File: src/rtl/ysyx_22041207_cache_refill.sv
// Blocking single-request cache front end: lookup, miss refill, write-through store.
// Optional macro YSYX_22041207_REFILL_UNCACHED_EN: addr[63:31]==0 bypasses the cache.
module ysyx_22041207_cache_refill (
    input  logic        clk,
    input  logic        rst,
    input  logic        cpu_req_valid,
    output logic        cpu_req_ready,
    input  logic        cpu_req_wen,
    input  logic [63:0] cpu_req_addr,
    input  logic [63:0] cpu_req_wdata,
    input  logic [7:0]  cpu_req_wmask,
    output logic        cpu_resp_valid,
    output logic [63:0] cpu_resp_rdata,
    output logic [63:0] cache_read_addr,
    input  logic        cache_read_hit,
    input  logic [63:0] cache_read_data,
    output logic        cache_update_data,
    output logic [63:0] cache_update_address,
    output logic [63:0] cache_actual_data,
    output logic        cache_w_update,
    output logic [63:0] cache_w_address,
    output logic [63:0] cache_w_data,
    output logic [7:0]  cache_w_mask,
    output logic        mem_req_valid,
    input  logic        mem_req_ready,
    output logic        mem_req_wen,
    output logic [63:0] mem_req_addr,
    output logic [63:0] mem_req_wdata,
    output logic [7:0]  mem_req_wmask,
    input  logic        mem_resp_valid,
    input  logic [63:0] mem_resp_rdata
);

    typedef enum logic [2:0] {
        S_IDLE, S_LOOKUP, S_MEM_REQ, S_MEM_WAIT, S_RESP
    } state_t;

    state_t      r_state;
    state_t      w_next;
    logic [63:0] r_addr;
    logic        r_wen;
    logic [63:0] r_wdata;
    logic [7:0]  r_wmask;
    logic [63:0] r_rdata;
    logic        w_uncached;
    logic        w_hit;

`ifdef YSYX_22041207_REFILL_UNCACHED_EN
    assign w_uncached = (r_addr[63:31] == 33'd0);
`else
    assign w_uncached = 1'b0;
`endif

    // An uncached access never trusts the tag compare
    assign w_hit = cache_read_hit & ~w_uncached;

    // State register; reset abandons any in-flight memory transaction
    always_ff @(posedge clk) begin
        if (rst) r_state <= S_IDLE;
        else     r_state <= w_next;
    end

    // Next-state logic
    always_comb begin
        w_next = r_state;
        case (r_state)
            S_IDLE:     if (cpu_req_valid) w_next = S_LOOKUP;
            S_LOOKUP:   w_next = (!r_wen && w_hit) ? S_RESP : S_MEM_REQ;
            S_MEM_REQ:  if (mem_req_ready) w_next = S_MEM_WAIT;
            S_MEM_WAIT: if (mem_resp_valid) w_next = S_RESP;
            S_RESP:     w_next = S_IDLE;
            default:    w_next = S_IDLE;
        endcase
    end

    // Request latch and load-data capture
    always_ff @(posedge clk) begin
        if (rst) begin
            r_addr  <= 64'd0;
            r_wen   <= 1'b0;
            r_wdata <= 64'd0;
            r_wmask <= 8'd0;
            r_rdata <= 64'd0;
        end else begin
            case (r_state)
                S_IDLE: begin
                    if (cpu_req_valid) begin
                        r_addr  <= cpu_req_addr;
                        r_wen   <= cpu_req_wen;
                        r_wdata <= cpu_req_wdata;
                        r_wmask <= cpu_req_wmask;
                        r_rdata <= 64'd0;
                    end
                end
                S_LOOKUP: begin
                    if (!r_wen && w_hit) r_rdata <= cache_read_data;
                end
                S_MEM_WAIT: begin
                    if (mem_resp_valid && !r_wen) r_rdata <= mem_resp_rdata;
                end
                default: ;
            endcase
        end
    end

    assign cache_read_addr      = r_addr;
    assign cache_update_address = r_addr;
    assign cache_w_address      = r_addr;
    assign cache_actual_data    = mem_resp_rdata;
    assign cache_w_data         = r_wdata;
    assign cache_w_mask         = r_wmask;
    assign mem_req_wen          = r_wen;
    assign mem_req_addr         = {r_addr[63:3], 3'b000};
    assign mem_req_wdata        = r_wdata;
    assign mem_req_wmask        = r_wen ? r_wmask : 8'h00;

    // Per-state strobes, all held low while reset is asserted
    always_comb begin
        cpu_req_ready     = 1'b0;
        cpu_resp_valid    = 1'b0;
        cpu_resp_rdata    = 64'd0;
        mem_req_valid     = 1'b0;
        cache_w_update    = 1'b0;
        cache_update_data = 1'b0;
        if (!rst) begin
            case (r_state)
                S_IDLE:     cpu_req_ready = 1'b1;
                S_LOOKUP:   cache_w_update = r_wen & w_hit;
                S_MEM_REQ:  mem_req_valid = 1'b1;
                S_MEM_WAIT: cache_update_data = mem_resp_valid & ~r_wen
                                                & ~w_uncached;
                S_RESP: begin
                    cpu_resp_valid = 1'b1;
                    cpu_resp_rdata = r_rdata;
                end
                default: ;
            endcase
        end
    end

endmodule

File: config.mk
export PLATFORM = sky130hd
export DESIGN_NAME = ysyx_22041207_cache_refill
export DESIGN_NICKNAME = d
export VERILOG_FILES = /design/src/rtl/ysyx_22041207_cache_refill.sv
export SDC_FILE = /design/constraint.sdc
export NUM_CORES = 1
export LEC_CHECK = 0
export ABC_AREA = 1
export CORE_AREA = 2 2 309 311
export CTS_BUF_LIST = sky130_fd_sc_hd__clkbuf_16
export CTS_CLUSTER_DIAMETER = 120
export DETAILED_ROUTE_END_ITERATION = 10
export DIE_AREA = 0 0 311 313
export PLACE_DENSITY_LB_ADDON = 0.15
export SLEW_MARGIN = 20
export SYNTH_ARGS = -nofsm -noshare
export SYNTH_HDL_FRONTEND = slang
export SYNTH_SLANG_ARGS = --single-unit
File: constraint.sdc
create_clock -name clk -period 1.4 [get_ports clk]
set_input_delay 0.21 -clock clk [delete_from_list [all_inputs] [get_ports clk]]
set_output_delay 0.21 -clock clk [all_outputs]
set_load 0.02 [all_outputs]
# After elaboration in Yosys (flattened, before gate mapping)
# Index checks and enable logic that the tools add are counted.
[word_totals]
reg_bits = 204
elab_cells = 48
[classes]
n_eq_ne = 9
muxes = 22
bitwise_logic = 3
reduce_logical = 8
[ops]
columns = ["op", "count"]
rows = [
  ["64-bit two-way mux", 5],
  ["64-bit one-hot mux with 3 select lines", 1],
  ["3-bit two-way mux", 4],
  ["3-bit one-hot mux with 4 select lines", 1],
  ["1-bit two-way mux", 10],
  ["2-bit inequality test, second input constant", 5],
  ["8-bit two-way mux", 1],
  ["3-bit by 2-bit equality test with 1-bit output, second input constant", 2],
  ["4-bit AND reduction", 1],
  ["3-bit by 1-bit equality test with 1-bit output, second input constant", 1],
  ["3-bit equality test, second input constant", 1],
  ["3-bit zero test", 1],
  ["3-bit AND reduction", 1],
  ["3-bit nonzero test", 1],
  ["1-bit bitwise AND", 2],
  ["1-bit logical AND", 2],
  ["2-bit AND reduction", 1],
  ["1-bit zero test", 1],
  ["1-bit NOT", 1],
]

# Logic depth before layout (Yosys ltp)
[logic_depth]
depth_word = 4
mapped_depth = 10
ltp_nobuf = 8

# Least setup slack after synthesis
# No wires, ideal clock.
[synth_path]
path_kind = "register to output"
startpoint = "reg r_state[2]"
endpoint = "out cpu_resp_rdata[54]"
t_arrival_ns = 1.345
required_ns = 1.190
setup_slack_ns = -0.155
stages_incl_launch_ff = 7
cell_sequence = "dfxtp_1 > inv_1 > nor3_1 > nand2_1 > buf_2 > buf_2 > nor2_1"
[synth_between]
elab_chain_len = 3
[synth_rtl]
columns = ["element", "line", "source"]
rows = [
  ["start: declaration", "38", "state_t r_state;"],
  ["start signal: assignment", "60", "else r_state <= w_next;"],
  ["3-bit equality test", "126", "case (r_state)"],
  ["64-bit two-way mux", "126", ""],
  ["64-bit two-way mux", "125", "if (!rst) begin"],
  ["end: declaration", "13", "output logic [63:0] cpu_resp_rdata,"],
]
# Every way passes these cells.

# Worst setup path after layout
[layout_path]
startpoint = "reg r_state[1]"
endpoint = "out cpu_resp_rdata[11]"
# The elaborated chain is that of the path after synthesis.

==> flow_summary.json <==
{
  "via_count": 13400,
  "ys_warn_count": 0,
  "yosysUniqueCellTypes": 26,
  "cts_buffers": 29,
  "ff2ff_setup_slack_ns": -0.49,
  "end_kind": "primary output",
  "status": "complete, but fails checks",
  "max_cap_violations": 0,
  "drive_gt1_share_pct": 45.8,
  "hold_slack_ns": 0.228,
  "drt_drc_violations_left": 0,
  "power_mw": 36.2,
  "clock_power_share_pct": 19.7,
  "portBuffers": 801,
  "fin_crit_sh_pct": 153,
  "row_count": 113,
  "dp_hpwl_mm": 51.8,
  "ctsHtreeMaxLevel": 1,
  "die_x_um": 311,
  "power.density_nw_per_um2": 1500,
  "power.leakage_nw": 10.7,
  "synth_area_leader_cell": "dfxtp_1",
  "ys_async_sr_fraction_pct": 0,
  "grt_pass1_wl_mm": 95.3,
  "synth-seq-area-share_pct": 34.1,
  "ys_top_cells_by_count": "buf_4 (329), inv_1 (281), dfxtp_1 (204)",
  "die_h_um": 313,
  "synth_top_area_share_pct": 34.1,
  "areaGrowthSynthToFinish_pct": 101,
  "hold_start": "cpu_req_addr[9]",
  "hold_viol": 0,
  "worstMarginPinSlew_ns": 0.896,
  "ys_seq_elements": 204,
  "fin_worst_skew_ns": 0.00950,
  "setup_viol": 377,
  "synth_area_sq_um": 12000,
  "synth_edf_count": 0,
  "die-area_sq_um": 97300,
  "dr.first_iter.drc_count": 426,
  "reg2reg_from": "r_state[0]$_SDFFE_PP0P_",
  "cts.clk_slew.worst_paths_ns": 0.06,
  "hold_class": "input pin to register",
  "antenna_found_initial": 9,
  "r2r_end": "cache_w_data[42]$_SDFFE_PP0P_",
  "setup.worst_path.start": "r_state[1]$_SDFFE_PP0P_",
  "wirelength_mm": 74.5,
  "grt_pass1_vias": 13300,
  "cts_buffer_depth": 3,
  "synth_most_common_cell": "buf_4",
  "pwr-share-seq_pct": 24.2,
  "r2r_cells": 10,
  "peakVddDrop_v": 0.000609,
  "path_max_fanout": 8,
  "initial_core_util_pct": 12.7,
  "p_int_mw": 20.8,
  "nNetsFinal": 2684,
  "setup.worst_path.end": "cpu_resp_rdata[11]",
  "required_ns": 1.19,
  "yosys-top-cells-area": "dfxtp_1 (34%), buf_4 (21%), inv_1 (8.8%)",
  "slew_viol_final": 0,
  "fin_crit_ns": 2.14,
  "synth_ff_type": "dfxtp_1",
  "cts_tree": "yes",
  "syn_inst": 1750,
  "switchingPower_mw": 15.4,
  "wl_per_cell_um": 20.1,
  "root_buffer": "clkbuf_16",
  "core_area_sq_um": 94200,
  "synth_area_per_cell_sq_um": 6.85,
  "grt_overflow_total": 0,
  "place_congestion": 0.780,
  "max_slew_margin_pct": 40.3,
  "violations": "negative setup slack",
  "ctsHoldBuffers": 0,
  "grt_max_degree": 123,
  "insertion_delay_ns": 0.59,
  "cp.arrival_ns": 1.93,
  "grtUsageTotal_pct": 13.2,
  "ant_nets": 0,
  "io-pin-count": 805,
  "cts.sinks": 204,
  "combPwrFrac_pct": 56.1,
  "clock.fmax_ghz": 0.468,
  "fin_ws_ns": -0.736,
  "vias_per_cell": 3.61,
  "crit_type": "register to primary output",
  "firstDrtPassIters": 5,
  "cp-start-kind": "register",
  "fillers": 10400,
  "rsz0062_at_grt": "yes",
  "swShare_pct": 42.6
}
-- what timing repair did --
item / 4_1_cts / 5_1_grt
pin swaps: 4 / 47
resized for setup: 2316 / 340
setup buffers: 16 / 26
setup endpoints to repair: 731 / 439
cloned: 14 / 44
-- metrics by stage --
step | worst slack [ns] | instances | utilization [%] | setup TNS, ns | cell area, sq um
floorplan | -0.0770 | 1752 | - | -0.986 | 12300
global placement | -0.805 | 3553 | 22.2 | -149.53 | 20900
detailed placement | -0.809 | 3553 | 22.2 | -153.59 | 20900
CTS | -0.819 | 3631 | 23.4 | -124.51 | 22100
global route | -0.845 | 3698 | 25.6 | -170.83 | 24100
finish | -0.736 | 3699 | 25.6 | -139.24 | 24100
-- kinds of logic (layout without fill, tap and decap cells) --
family / Yosys count / count (layout) / share of synthesized area (%)
AOI/OAI and AO/OA: 276 / 276 / 11.6
buffers and inverters: 717 / 1397 / 33.7
DFF: 204 / 204 / 34.1
other: 1 / 5 / 0.0313
and+or+nand+nor: 552 / 552 / 20.6
-- placed cells by master, fill, tap and decap left out, types with 11 or more instances in the layout --
master / synthesis / final
nor2_1: 198 / 97
buf_6: 5 / 120
buf_4: 329 / 368
o21ai_0: 137 / 48
buf_12: 0 / 70
clkbuf_16: 0 / 62
buf_16: 0 / 22
buf_8: 0 / 11
nand3_1: 130 / 107
o21ai_1: 0 / 29
nor2_4: 2 / 96
o21ai_2: 0 / 58
nand4_1: 65 / 65
dfxtp_2: 0 / 67
inv_1: 281 / 274
buf_2: 47 / 101
a21oi_2: 1 / 21
nand2_1: 146 / 134
a21oi_1: 137 / 117
clkdlybuf4s50_1: 0 / 328
dfxtp_1: 204 / 105
nand3_2: 3 / 23
dfxtp_4: 0 / 32
-- critical path, stage by stage, from the launching register on --
cell     delay (ns)
dfxtp_4        0.36
nor3_2         0.17
buf_4          0.15
nand2_4        0.08
buf_12         0.16
buf_16         0.18
nor2_4         0.09
buf_6          0.12
-- sequential cells by signal, summed over array words and instances (netlist names) --
name / cells
mem_req_wen: 1
cache_read_addr: 64
r_rdata: 64
cache_w_data: 64
r_state: 3
cache_w_mask: 8
-- area by class of cell --
cell class                      instances  area, sq um  area share, %
Timing Repair Buffer                 1065        11100           46.2
Multi-Input combinational cell        831         5130           21.3
Sequential cell                       204         4290           17.8
Tap cell                             1265         1580           6.57
Inverter                              282         1090           4.51
Clock buffer                           29          726           3.01
Clock inverter                         21          158          0.654
Antenna cell                            2         5.00         0.0208
-- power by group through the flow --
stage | logic, mW | registers, mW | clock network (mW)
after floorplan | 8.68 | 9.04 | 0
after global placement | 16.5 | 8.47 | 0
after detailed placement | 16.5 | 8.53 | 0
after CTS | 16.9 | 8.65 | 7.49
after global routing | 21.7 | 8.95 | 7.66
final | 20.3 | 8.76 | 7.13
-- how the worst min path moves through the flow --
stage	slack, ns	endpoint	depth (start not counted)
3_5_place_dp	0.46	cache_w_data[20]$_SDFFE_PP0P_	2
2_1_floorplan	0.28	r_state[2]$_SDFFE_PP0P_	1
6_report	0.23	cache_read_addr[9]$_SDFFE_PP0P_	3
5_1_grt	0.22	cache_w_data[24]$_SDFFE_PP0P_	3
3_3_place_gp	0.45	cache_w_data[11]$_SDFFE_PP0P_	2
4_1_cts	0.18	cache_read_addr[25]$_SDFFE_PP0P_	3
-- metal layers --
metal | share of wire (%) | track usage (%)
met4 | 1.3 | 2.24
met2 | 52 | 24.1
met5 | 0.028 | 0
met1 | 39 | 14.6
met3 | 8.7 | 5.03
No activity file was read; power rests on OpenSTA's default activity.
==> patch 1: new RTL, config.mk and constraints unchanged <==
Make the reset (`rst`) asynchronous in 2 clocked blocks.
--- a/src/rtl/ysyx_22041207_cache_refill.sv
+++ b/src/rtl/ysyx_22041207_cache_refill.sv
@@ -56,5 +56,5 @@
 
     // State register; reset abandons any in-flight memory transaction
-    always_ff @(posedge clk) begin
+    always_ff @(posedge clk or posedge rst) begin
         if (rst) r_state <= S_IDLE;
         else     r_state <= w_next;
@@ -75,5 +75,5 @@
 
     // Request latch and load-data capture
-    always_ff @(posedge clk) begin
+    always_ff @(posedge clk or posedge rst) begin
         if (rst) begin
             r_addr  <= 64'd0;
Function: differs if rst is asserted again (counterexample within 4 cycles, from zero or initial values and one cycle with rst high); with rst held inactive, the same outputs for 4 cycles.
==> patch 1 against the unedited design <==
  * The run still ends with setup timing left
  * Wire length is 3.7% higher
  * Die area stayed put
  * Global-route usage is 0.85 points higher
  * Synthesized area is 2.7% higher
  * Worst setup slack better by 32 ps
  * Design area is 1.4% lower
  * Sequential cell count stayed put
  * Critical endpoint is now cpu_resp_rdata[39]
Power is not compared: it rests on default switching activity, and its combinational part moved more than twofold at a synthesized area within 25%.
==> patch 1: results (changes against the unedited design) <==
area leader, netlist: dfrtp_1
Final Wtd Congestion: 0.778 (-0.32%)
initial antenna violation count: 12 (+3)
relative slew slack: 41.7% (+1.4 points)
Nets: 2594 (-3.4%)
ys async rst share: 100% (+100 points)
Max stage delay on crit path: 400 ps (+40 ps)
sequential share of the synthesized area: 41.5% (+7.4 points)
CP endpoint: cpu_resp_rdata[39]
total track usage: 14.0% (+0.85 points)
Worst Path Arrival: 1890 ps (-40 ps)
capturing point of the worst reg2reg path: r_rdata[5]
Setup violations, final: 593 (+57%)
DR iter-0 viols: 581 (+36%)
failing checks: setup timing
Clk Latency, worst-skew pair: 590 ps (about the same)
Worst Hold End: cache_read_addr[42]
Routed WL per cell: 21.4 um (+6.1%)
hpwl dp: 51700 um (about the same)
reg-to-reg setup timing slack: -440 ps (+50 ps)
first-pass GRT wire length: 100000 um (+4.9%)
Synth area leaders: dfrtp_1 42%, buf_4 20%, nand2_1 15%
fin worst setup slack: -704 ps (+31.8 ps)
hold_ws: 144 ps (-84.3 ps)
critical hold path startpoint: cpu_req_addr[42]
Layout fillers: 10266 (-1.6%)
CP max FO: 7 (-1)
clk_skew: 21.3 ps (+11.8 ps)
Worst Hold Depth: 3 (unchanged)
PortBufs: 801 (unchanged)
Top delay family on crit path: buffers and inverters
Post-DP Area: 20700 um2 (-0.81%)
Register-to-Register Path Depth: 11 (+1)
CTS buffer count: 29 (unchanged)
slowest stage cell, crit path: dfrtp_1
worst slack at placement: -681 ps (+127 ps)
top cells by count, synth: 485 x nand2_1, 323 x buf_4, 204 x dfrtp_1
outcome: complete, but fails checks
layout cells sized above 1: 40.3% (-5.5 points)
Worst Setup SP: r_state[0]
-- patch 1: metal layers --
metal	global-route usage (%)	share of wire (%)	vias to the layer above	routed length, um
li1	-	-	6216	-
met1	15.7	39	6325	30100
met2	25.8	51	497	39800
met3	4.80	7.8	74	6060
met4	2.49	1.6	16	1240
met5	0	0.13	-	103
-- patch 1: kinds of logic (layout without fill, tap and decap cells) --
logic type / after synthesis / count (layout) / share of synthesized area [%]
simple gates: 761 / 761 / 25.7
compound gates: 139 / 139 / 5.67
flops: 204 / 204 / 41.5
buf+inv: 503 / 1239 / 27.1
other cells: 1 / 8 / 0.0305
-- patch 1: repair_timing --
action                     4_1_cts  5_1_grt
gates cloned                    15       29
hold endpoints to repair         6        0
gates resized for setup       2318      183
setup endpoints to repair      733      720
hold buffers                     2        0
pin swaps                        4        9
setup buffers                   86        7
-- patch 1: area by class of cell --
class,count,area [um2],area share [%]
antenna,5,12.5,0.0526
timing repair buffer,1103,11500,48.4
inverter,82,319,1.34
tap,1265,1580,6.66
sequential,204,5170,21.7
multi-input combinational,903,4220,17.7
clock buffer,29,726,3.05
clock inverter,25,243,1.02
-- patch 1: tightest hold or removal path: cells and delay by family --
family / cells / cell delay [ps]
AND/OR/NAND/NOR: 2 / 100
buffers and inverters: 1 / 390
-- patch 1: metrics by stage --
step / setup TNS, ps / total power [mW] / instances
3_5_place_dp: -146050 / 46.3 / 3420
4_1_cts: -160330 / 59.3 / 3577
5_1_grt: -183920 / 65.5 / 3611
2_1_floorplan: -479480 / 30.7 / 1610
6_report: -134890 / 61.9 / 3616
3_3_place_gp: -143830 / 46.2 / 3420
-- patch 1: power by group --
group	internal (mW)	total, mW	switching [mW]
Clock	4.52	7.70	3.18
Sequential	8.54	11.4	2.90
Combinational	19.8	42.8	22.9
Total	32.9	61.9	29.0
==> patch 2: new RTL, same settings <==
Made on the original files. Build with the macro `YSYX_22041207_REFILL_UNCACHED_EN` defined.
--- a/src/rtl/ysyx_22041207_cache_refill.sv
+++ b/src/rtl/ysyx_22041207_cache_refill.sv
@@ -1,4 +1,6 @@
 // Blocking single-request cache front end: lookup, miss refill, write-through store.
 // Optional macro YSYX_22041207_REFILL_UNCACHED_EN: addr[63:31]==0 bypasses the cache.
+`define YSYX_22041207_REFILL_UNCACHED_EN
+
 module ysyx_22041207_cache_refill (
     input  logic        clk,
Function: changed (Yosys sat finds a counterexample within 4 cycles, from zero or initial values and one cycle with rst high).
==> patch 2 against the unedited design <==
  * The flow still finishes with violations (setup timing)
  * Global-route usage is 0.38 points lower
  * Wire length is 6.8% lower
  * Die area stayed put
  * Fmax is 2.1% lower
  * Register-to-register slack worse by 70 ps
  * Design area is 0.79% higher
  * Power is 18% lower
  * Worst setup slack worse by 47 ps
  * Synthesized area is 3.4% lower
  * Sequential cell count stayed put
==> patch 2: results (changes against the unedited design) <==
first-pass GRT wire length: 93500 um (-1.9%)
CP max FO: 6 (-2)
Netlist cell types: 24 (-7.7%)
Post-DP Area: 20200 um2 (-3.6%)
Final Wtd Congestion: 0.767 (-1.6%)
Synth area leaders: dfxtp_1 35%, buf_4 21%, a21oi_1 8.8%
DR iter-0 viols: 388 (-8.9%)
Clock Tree Buf Depth: 3 (unchanged)
outcome: complete, but fails checks
reg-to-reg setup timing slack: -560 ps (-70 ps)
top cells by count, synth: 328 x buf_4, 215 x nand2_1, 204 x a21oi_1, 204 x dfxtp_1, 159 x nand3_1
leakage: 10.5 nW (-1.8%)
sequential share of the synthesized area: 35.3% (+1.2 points)
Clock transition at path regs: 60 ps (about the same)
Worst Setup SP: r_state[1]
net switching power: 11.6 mW (-25%)
max-slew violations: 0 (unchanged)
Setup violations, final: 382 (+1.3%)
total wire length: 69400 um (-6.8%)
ys async rst share: 0% (unchanged)
Max IR drop VDD: 0.000800 V (+31%)
Detailed Routing Iterations Pass 1: 8 (+3)
CP endpoint: cpu_resp_rdata[46]
H-tree depth: 1 (unchanged)
Nets: 2541 (-5.3%)
hpwl dp: 48900 um (-5.5%)
min-delay worst type: input pin to register
max-cap viol count: 0 (unchanged)
pin count of the biggest net entering global routing: 106 (-14%)
clk_skew: 19.4 ps (+9.88 ps)
total track usage: 12.8% (-0.38 points)
Register-to-Register Path Depth: 13 (+3)
Clock Root Buffer: clkbuf_16
number of global-route vias before repair: 13148 (-0.93%)
initial antenna violation count: 13 (+4)
relative slew slack: 43.4% (+3.1 points)
failing checks: setup timing
yosys warns: 0 (unchanged)
Worst Path Arrival: 1970 ps (+40 ps)
Clk Latency, worst-skew pair: 590 ps (about the same)
main flop type after synthesis: dfxtp_1
fin worst setup slack: -782 ps (-46.6 ps)
CTS buffer count: 31 (+6.9%)
layout cells sized above 1: 54.2% (+8.4 points)
via density per instance: 3.69 (+2.1%)
capturing point of the worst reg2reg path: r_state[1]
reg2reg start: cache_read_addr[57]
PortBufs: 801 (unchanged)
[patch 2: cell families after synthesis]
kind of cell / synth area share, %
AOI/OAI and AO/OA: 13.6
buffers and inverters: 28.7
DFF: 35.3
other: 0.0324
and+or+nand+nor: 22.3
[patch 2: stage by stage]
step           worst slack (ps)  hold slack [ps]  setup TNS, ps  std cells  util (%)
4_1_cts                    -961              138        -145420       3519      23.8
6_report                   -782              190        -138530       3558      25.8
5_1_grt                    -893              175        -174840       3557      25.8
3_3_place_gp               -772              465        -131150       3393      21.4
3_5_place_dp               -779              468        -128950       3393      21.4
2_1_floorplan             -95.6              367          -6540       1586         -
[patch 2: layer usage]
layer | GRT usage [%] | part of all wire (%)
met1 | 14.7 | 39
met5 | 0 | 0.046
met4 | 3.17 | 2.3
met2 | 23.4 | 52
met3 | 3.53 | 6.8
[patch 2: power by group through the flow]
stage,Combinational (mW),Sequential [mW],Clock (mW)
final,14.6,7.65,7.52
after global placement,11.5,7.52,0
after floorplan,6.23,7.95,0
after CTS,13.0,7.55,7.84
after global routing,15.6,7.77,8.01
after detailed placement,11.5,7.54,0
[patch 2: timing repair]
item	in CTS	in global routing
endpoints found under the hold margin	0	0
setup buffers	55	27
gates cloned	23	20
endpoints found under the setup margin	732	487
resized for setup	2557	348
pin swaps	29	44
[patch 2: how the worst min path moves through the flow]
stage          slack (ps)        startpoint  cells past startpoint                   to
2_1_floorplan         370  cpu_req_addr[45]                      2  cache_read_addr[45]
3_3_place_gp          460       r_rdata[19]                      2          r_rdata[19]
3_5_place_dp          470  cache_w_data[63]                      2     cache_w_data[63]
4_1_cts               140  cpu_req_addr[26]                      3  cache_read_addr[26]
5_1_grt               170   cpu_req_addr[3]                      3   cache_read_addr[3]
6_report              190  cpu_req_addr[17]                      3  cache_read_addr[17]
[patch 2: area by class of cell]
type / instances / area [um2]
Antenna cell: 2 / 5.00
Clock buffer: 31 / 776
Clock inverter: 23 / 173
Fill cell: 10329 / 69900
Inverter: 91 / 364
Multi-Input combinational cell: 857 / 6080
Sequential cell: 204 / 4220
Tap cell: 1265 / 1580
Timing Repair Buffer: 1085 / 11100
[patch 2: critical path, stage by stage, from the launching register on]
cell     delay, ps
dfxtp_2        320
nor3_2         170
buf_4          160
nand2_8         90
buf_12         160
buf_16         140
buf_8          120
nor2_4          90
buf_6          120
